File: src/rtl/stack_ctrl_pkg.sv
// stack_ctrl_pkg
//   Shared constants and op encodings for the top-of-stack controller.
//   WIDTH      data width of TOS and storage words
//   AW         storage address width (storage depth = 2**AW)
//   DEPTH      number of storage words
//   DEPTH_MAX  depth value reported when the stack is full (TOS + storage)
//   op_e       2-bit op code: OP_NOP, OP_PUSH, OP_REPLACE, OP_POP
package stack_ctrl_pkg;

    localparam int WIDTH = 16;
    localparam int AW    = 4;
    localparam int DEPTH = 1 << AW;

    localparam logic [AW:0] DEPTH_MAX = {1'b1, {AW{1'b0}}};

    typedef enum logic [1:0] {
        OP_NOP     = 2'b00,
        OP_PUSH    = 2'b01,
        OP_REPLACE = 2'b10,
        OP_POP     = 2'b11
    } op_e;

endpackage

File: src/rtl/stack_ctrl.sv
// stack_ctrl
//   Top-of-stack controller feeding an external 16-entry stack storage RAM.
//   The top item lives in a register; items below it live in storage at
//   storage[sp], storage[sp-1], ... The storage RAM (sync write, async read)
//   is instantiated beside this block and connected through the stk_* ports.
//
//   Build option STACK_CTRL_GUARD_EN:
//     defined   - push while full / pop while empty are suppressed (no sp, tos
//                 or depth change, no storage write); err still sets.
//     undefined - circular stack: such ops execute, sp wraps, overflow
//                 overwrites the oldest item and underflow returns stale
//                 storage data. depth saturates and err still sets.
//
//   Ports
//     clk       in   clock, rising edge
//     reset     in   asynchronous reset, active-high
//     op_valid  in   execute op_code this cycle
//     op_code   in   00 nop, 01 push, 10 replace, 11 pop
//     op_data   in   new TOS value for push/replace
//     tos       out  registered top of stack
//     nos       out  next-on-stack (storage read data, combinational)
//     stk_ra    out  storage read address (= sp)
//     stk_rd    in   storage read data, async read
//     stk_we    out  storage write enable
//     stk_wa    out  storage write address
//     stk_wd    out  storage write data
//     depth     out  items held incl. TOS, 0..16
//     full      out  depth == 16
//     empty     out  depth == 0
//     err       out  sticky overflow/underflow flag
//     err_clr   in   synchronous clear of err
module stack_ctrl
    import stack_ctrl_pkg::*;
(
    input  logic             clk,
    input  logic             reset,
    input  logic             op_valid,
    input  logic [1:0]       op_code,
    input  logic [WIDTH-1:0] op_data,
    output logic [WIDTH-1:0] tos,
    output logic [WIDTH-1:0] nos,
    output logic [AW-1:0]    stk_ra,
    input  logic [WIDTH-1:0] stk_rd,
    output logic             stk_we,
    output logic [AW-1:0]    stk_wa,
    output logic [WIDTH-1:0] stk_wd,
    output logic [AW:0]      depth,
    output logic             full,
    output logic             empty,
    output logic             err,
    input  logic             err_clr
);

    logic [AW-1:0]    sp_q, sp_d;
    logic [WIDTH-1:0] tos_q, tos_d;
    logic [AW:0]      depth_q, depth_d;
    logic             err_q, err_d;

    op_e  op;
    logic is_push, is_pop, is_rep;
    logic full_w, empty_w;
    logic overflow, underflow;
    logic exec_push, exec_pop;

    assign full_w  = (depth_q == DEPTH_MAX);
    assign empty_w = (depth_q == '0);

    always_comb begin
        op        = op_e'(op_code);
        is_push   = op_valid && (op == OP_PUSH);
        is_pop    = op_valid && (op == OP_POP);
        is_rep    = op_valid && (op == OP_REPLACE);
        overflow  = is_push && full_w;
        underflow = is_pop && empty_w;
`ifdef STACK_CTRL_GUARD_EN
        exec_push = is_push && !full_w;
        exec_pop  = is_pop && !empty_w;
`else
        exec_push = is_push;
        exec_pop  = is_pop;
`endif
    end

    always_comb begin
        sp_d    = sp_q;
        tos_d   = tos_q;
        depth_d = depth_q;

        if (exec_push) begin
            // The old TOS moves into storage at sp+1 through stk_wd this cycle.
            sp_d  = sp_q + 1'b1;
            tos_d = op_data;
            if (!full_w) begin
                depth_d = depth_q + 1'b1;
            end
        end else if (exec_pop) begin
            // nos is storage[sp], already on stk_rd before the edge.
            sp_d  = sp_q - 1'b1;
            tos_d = stk_rd;
            if (!empty_w) begin
                depth_d = depth_q - 1'b1;
            end
        end else if (is_rep) begin
            tos_d = op_data;
        end

        // A new error in the same cycle as err_clr keeps the flag set.
        if (overflow || underflow) begin
            err_d = 1'b1;
        end else if (err_clr) begin
            err_d = 1'b0;
        end else begin
            err_d = err_q;
        end
    end

    always_ff @(posedge clk or posedge reset) begin
        if (reset) begin
            sp_q    <= '0;
            tos_q   <= '0;
            depth_q <= '0;
            err_q   <= 1'b0;
        end else begin
            sp_q    <= sp_d;
            tos_q   <= tos_d;
            depth_q <= depth_d;
            err_q   <= err_d;
        end
    end

    // Keep the storage write off while reset is held so an op caught by reset
    // cannot leave a partial write behind.
    assign stk_we = exec_push && !reset;
    assign stk_wa = sp_q + 1'b1;
    assign stk_wd = tos_q;
    assign stk_ra = sp_q;
    assign nos    = stk_rd;

    assign tos    = tos_q;
    assign depth  = depth_q;
    assign full   = full_w;
    assign empty  = empty_w;
    assign err    = err_q;

endmodule

File: config.mk
export PLATFORM = sky130hd
export DESIGN_NAME = stack_ctrl
export DESIGN_NICKNAME = d
export VERILOG_FILES = /design/src/rtl/stack_ctrl_pkg.sv /design/src/rtl/stack_ctrl.sv
export SDC_FILE = /design/constraint.sdc
export NUM_CORES = 1
export LEC_CHECK = 0
export ABC_AREA = 1
export BUFFER_PORTS_ARGS = -buffer_cell sky130_fd_sc_hd__buf_2
export CAP_MARGIN = 20
export CORE_MARGIN = 2
export CORE_UTILIZATION = 43
export CTS_CLUSTER_SIZE = 16
export DETAILED_ROUTE_END_ITERATION = 8
export PLACE_DENSITY = 0.89
export SLEW_MARGIN = 20
export SYNTH_ARGS = -nofsm -noshare
export SYNTH_HDL_FRONTEND = slang
export SYNTH_SLANG_ARGS = --single-unit
File: constraint.sdc
create_clock -name clk -period 1.7 [get_ports clk]
set_input_delay 0.34 -clock clk [delete_from_list [all_inputs] [get_ports clk]]
set_output_delay 0.34 -clock clk [all_outputs]
set_load 0.02 [all_outputs]
==> out/metrics.yaml <==
floorplanning:
  core_area_sq_um: 3720
  fp.dieW_microns: 66.7
  num_io_pins: 103
  dieArea_sq_um: 4450
  start_util_pct: 45.5
  rows: 22
  fp.dieH_microns: 66.7
synth:
  ys_ff_latch: 26
  synth_enable_flop_cells: 0
  netlist_area_sq_um: 1690
  synth_top_area_cell: "dfrtp_1"
  yosys-top-cells-area: "dfrtp_1 38%, buf_4 15%, nand2_1 12%, a31oi_1 6.3%, nor2_1 5.5%"
  synthArstFlopShare_pct: 100
  synth_common_cells: "52 x nand2_1, 33 x buf_4, 26 x dfrtp_1"
  synth_cell_types: 28
  avgSynthCellArea_sq_um: 7.80
  synth_nets: 259
  synthCells: 217
  ys_seq_area_share_pct: 38.5
  yosysTopAreaCellShare_pct: 38.5
  synth_flop_cell: "dfrtp_1"
  yosysWarnings: 0
  yosysMostFrequentCell: "nand2_1"
outcome:
  status: "completed"
clocking:
  cts_tree: "built"
  cts_buffers: 3
  cts_root_buffer: "clkbuf_8"
  cts_max_level: 1
  clock_path_buffers: 2
  clkLatencyLatePin_ps: 270
  cts.clk_slew.worst_paths_ps: 90
  cts_sinks: 26
  cts_hold_buf: 0
placed_design:
  placed_area_sq_um: 2040
  dpl.hpwl_microns: 3270
  place_inst: 335
  port-buffer-count: 102
  gp_congestion: 0.858
  post-place-ws_ps: 104
timing:
  hold_ws_ps: 121
  fin_ws_ps: 25.5
  relSlewSlack_pct: 76.8
  tightest_slew_ps: 347
  fmax_ghz: 0.597
  final_max_slew_viol_count: 0
  finalSetupViolations: 0
  min_period_over_period_pct: 98.5
  report.final.hold_viol_count: 0
  fin_crit_ps: 1670
  fin_setup_tns_ps: 0
  skew_ps: 0.750
drt:
  wirelength_microns: 4180
  drcViolationCount: 0
  vias_per_cell: 4.85
  drtIter0Drc: 98
  avgRoutedWirePerCell_microns: 12.3
  num_vias: 1650
  antenna_left: 0
  dr.pass1.iters: 5
cells_and_area:
  area.growth.synth_to_final_pct: 26.0
  post-route-util_pct: 57.4
  multi_input_area_sq_um: 733
  design_area_sq_um: 2130
  final-seq-area_sq_um: 652
  final_nets: 335
  drive_above_1_share_pct: 44.9
  final_cells: 340
  num_antenna_cells: 0
  fillers: 373
global_routing:
  overflow: 0
  grt_pass1_wl_microns: 6600
  grt_usage_pct: 19.3
  first_global_vias: 1489
  grt_max_degree: 33
  antenna_found_initial: 0
power_and_ir_drop:
  ir_drop_v: 0.000753
  power_mw: 3.01
  power_density_nw_per_um2: 1410
  p_leak_nw: 1.14
setup_path:
  cp.required_ps: 1360
  crit_path_frequent_cell: "nor2_2"
  crit_type: "flop to output pin"
  slowest_stage: "dfrtp_2"
  path_max_fanout: 5
  critPathCaptureType: "output pin"
  critPathArrivalTime_ps: 1330
  cp_slowest_stage_delay_ps: 460
  cp_cell_sequence: "nor2_2 -> nand3_4 -> nor2_2 -> buf_4"
  cp-start-kind: "flop"
min_path:
  worstHoldPathType: "input port to async pin"
job:
  maxCapViolCount: 0
state kept, by name, indices dropped and copies added (netlist names):
register,flops
stk_ra,4
depth,5
err,1
stk_wd,16
path summary, 6_finish.rpt:
path | startpoint | to | slack (ps) | depth (start not counted)
max reg2reg | depth[1]$_DFFE_PP0P_ | depth[4]$_DFFE_PP0P_ | 220 | 11
min | reset | depth[1]$_DFFE_PP0P_ | 120 | 3
min in group clk | err_clr | err$_DFFE_PP0P_ | 240 | 2
min reg2reg | err$_DFFE_PP0P_ | err$_DFFE_PP0P_ | 550 | 2
max in group asynchronous | reset | depth[0]$_DFFE_PP0P_ | 1300 | 3
max | depth[0]$_DFFE_PP0P_ | empty | 30 | 4
worst max-delay path: cells and delay by family (launching register included):
family,cells,cell delay [ps]
buffers and inverters,1,160
and+or+nand+nor,3,440
DFF,1,460
cells in the final DEF (no fill, tap or decap), types with 2 or more instances in the layout:
master and instances:
buf_2 100, nand2_1 52, dfrtp_1 25, nor2_1 22
a31oi_1 17, inv_1 14, nand3_1 9, buf_4 8
inv_2 5, nor2_2 5, xor2_1 4, ha_1 4
clkbuf_8 4, o21ai_0 3, o21ai_1 3, nand2_2 2
nand3_4 2, a21oi_1 2, xor2_2 2
area by class of cell:
cell class | count | share of cell area [%]
Clock buffer | 4 | 2.58
Inverter | 19 | 3.35
Multi-Input combinational cell | 135 | 34.4
Sequential cell | 26 | 30.6
Tap cell | 48 | 2.82
Timing Repair Buffer | 108 | 26.3
cells by family after synthesis:
group / after synthesis / share of synthesized area [%]
buffers and inverters: 56 / 19.8
AO/OA/AOI/OAI: 31 / 11.5
AND/OR/NAND/NOR: 94 / 23.7
adder cells (fa/ha/maj): 4 / 2.96
flip-flops: 26 / 38.5
XOR/XNOR: 6 / 3.55
report_power, final:
part	leakage, nW	switching, mW	total (mW)	internal (mW)
Sequential	0.300	0.185	0.963	0.778
Clock	0.0288	0.198	0.405	0.207
Combinational	0.816	1.05	1.64	0.594
per-layer routing:
layer  part of all wire (%)  wire, microns  GRT usage [%]
met5                      0              0              0
met1                     41           1700           24.8
met2                     53           2220           34.3
met3                    5.4            224           1.18
met4                   0.81             34           6.89
repair_timing:
item                       4_1_cts  5_1_grt
gates resized for setup          1        9
setup endpoints to repair        2        4
buffers inserted                 1        0
pin swaps                        1        1
No activity file was read; power rests on OpenSTA's default activity.
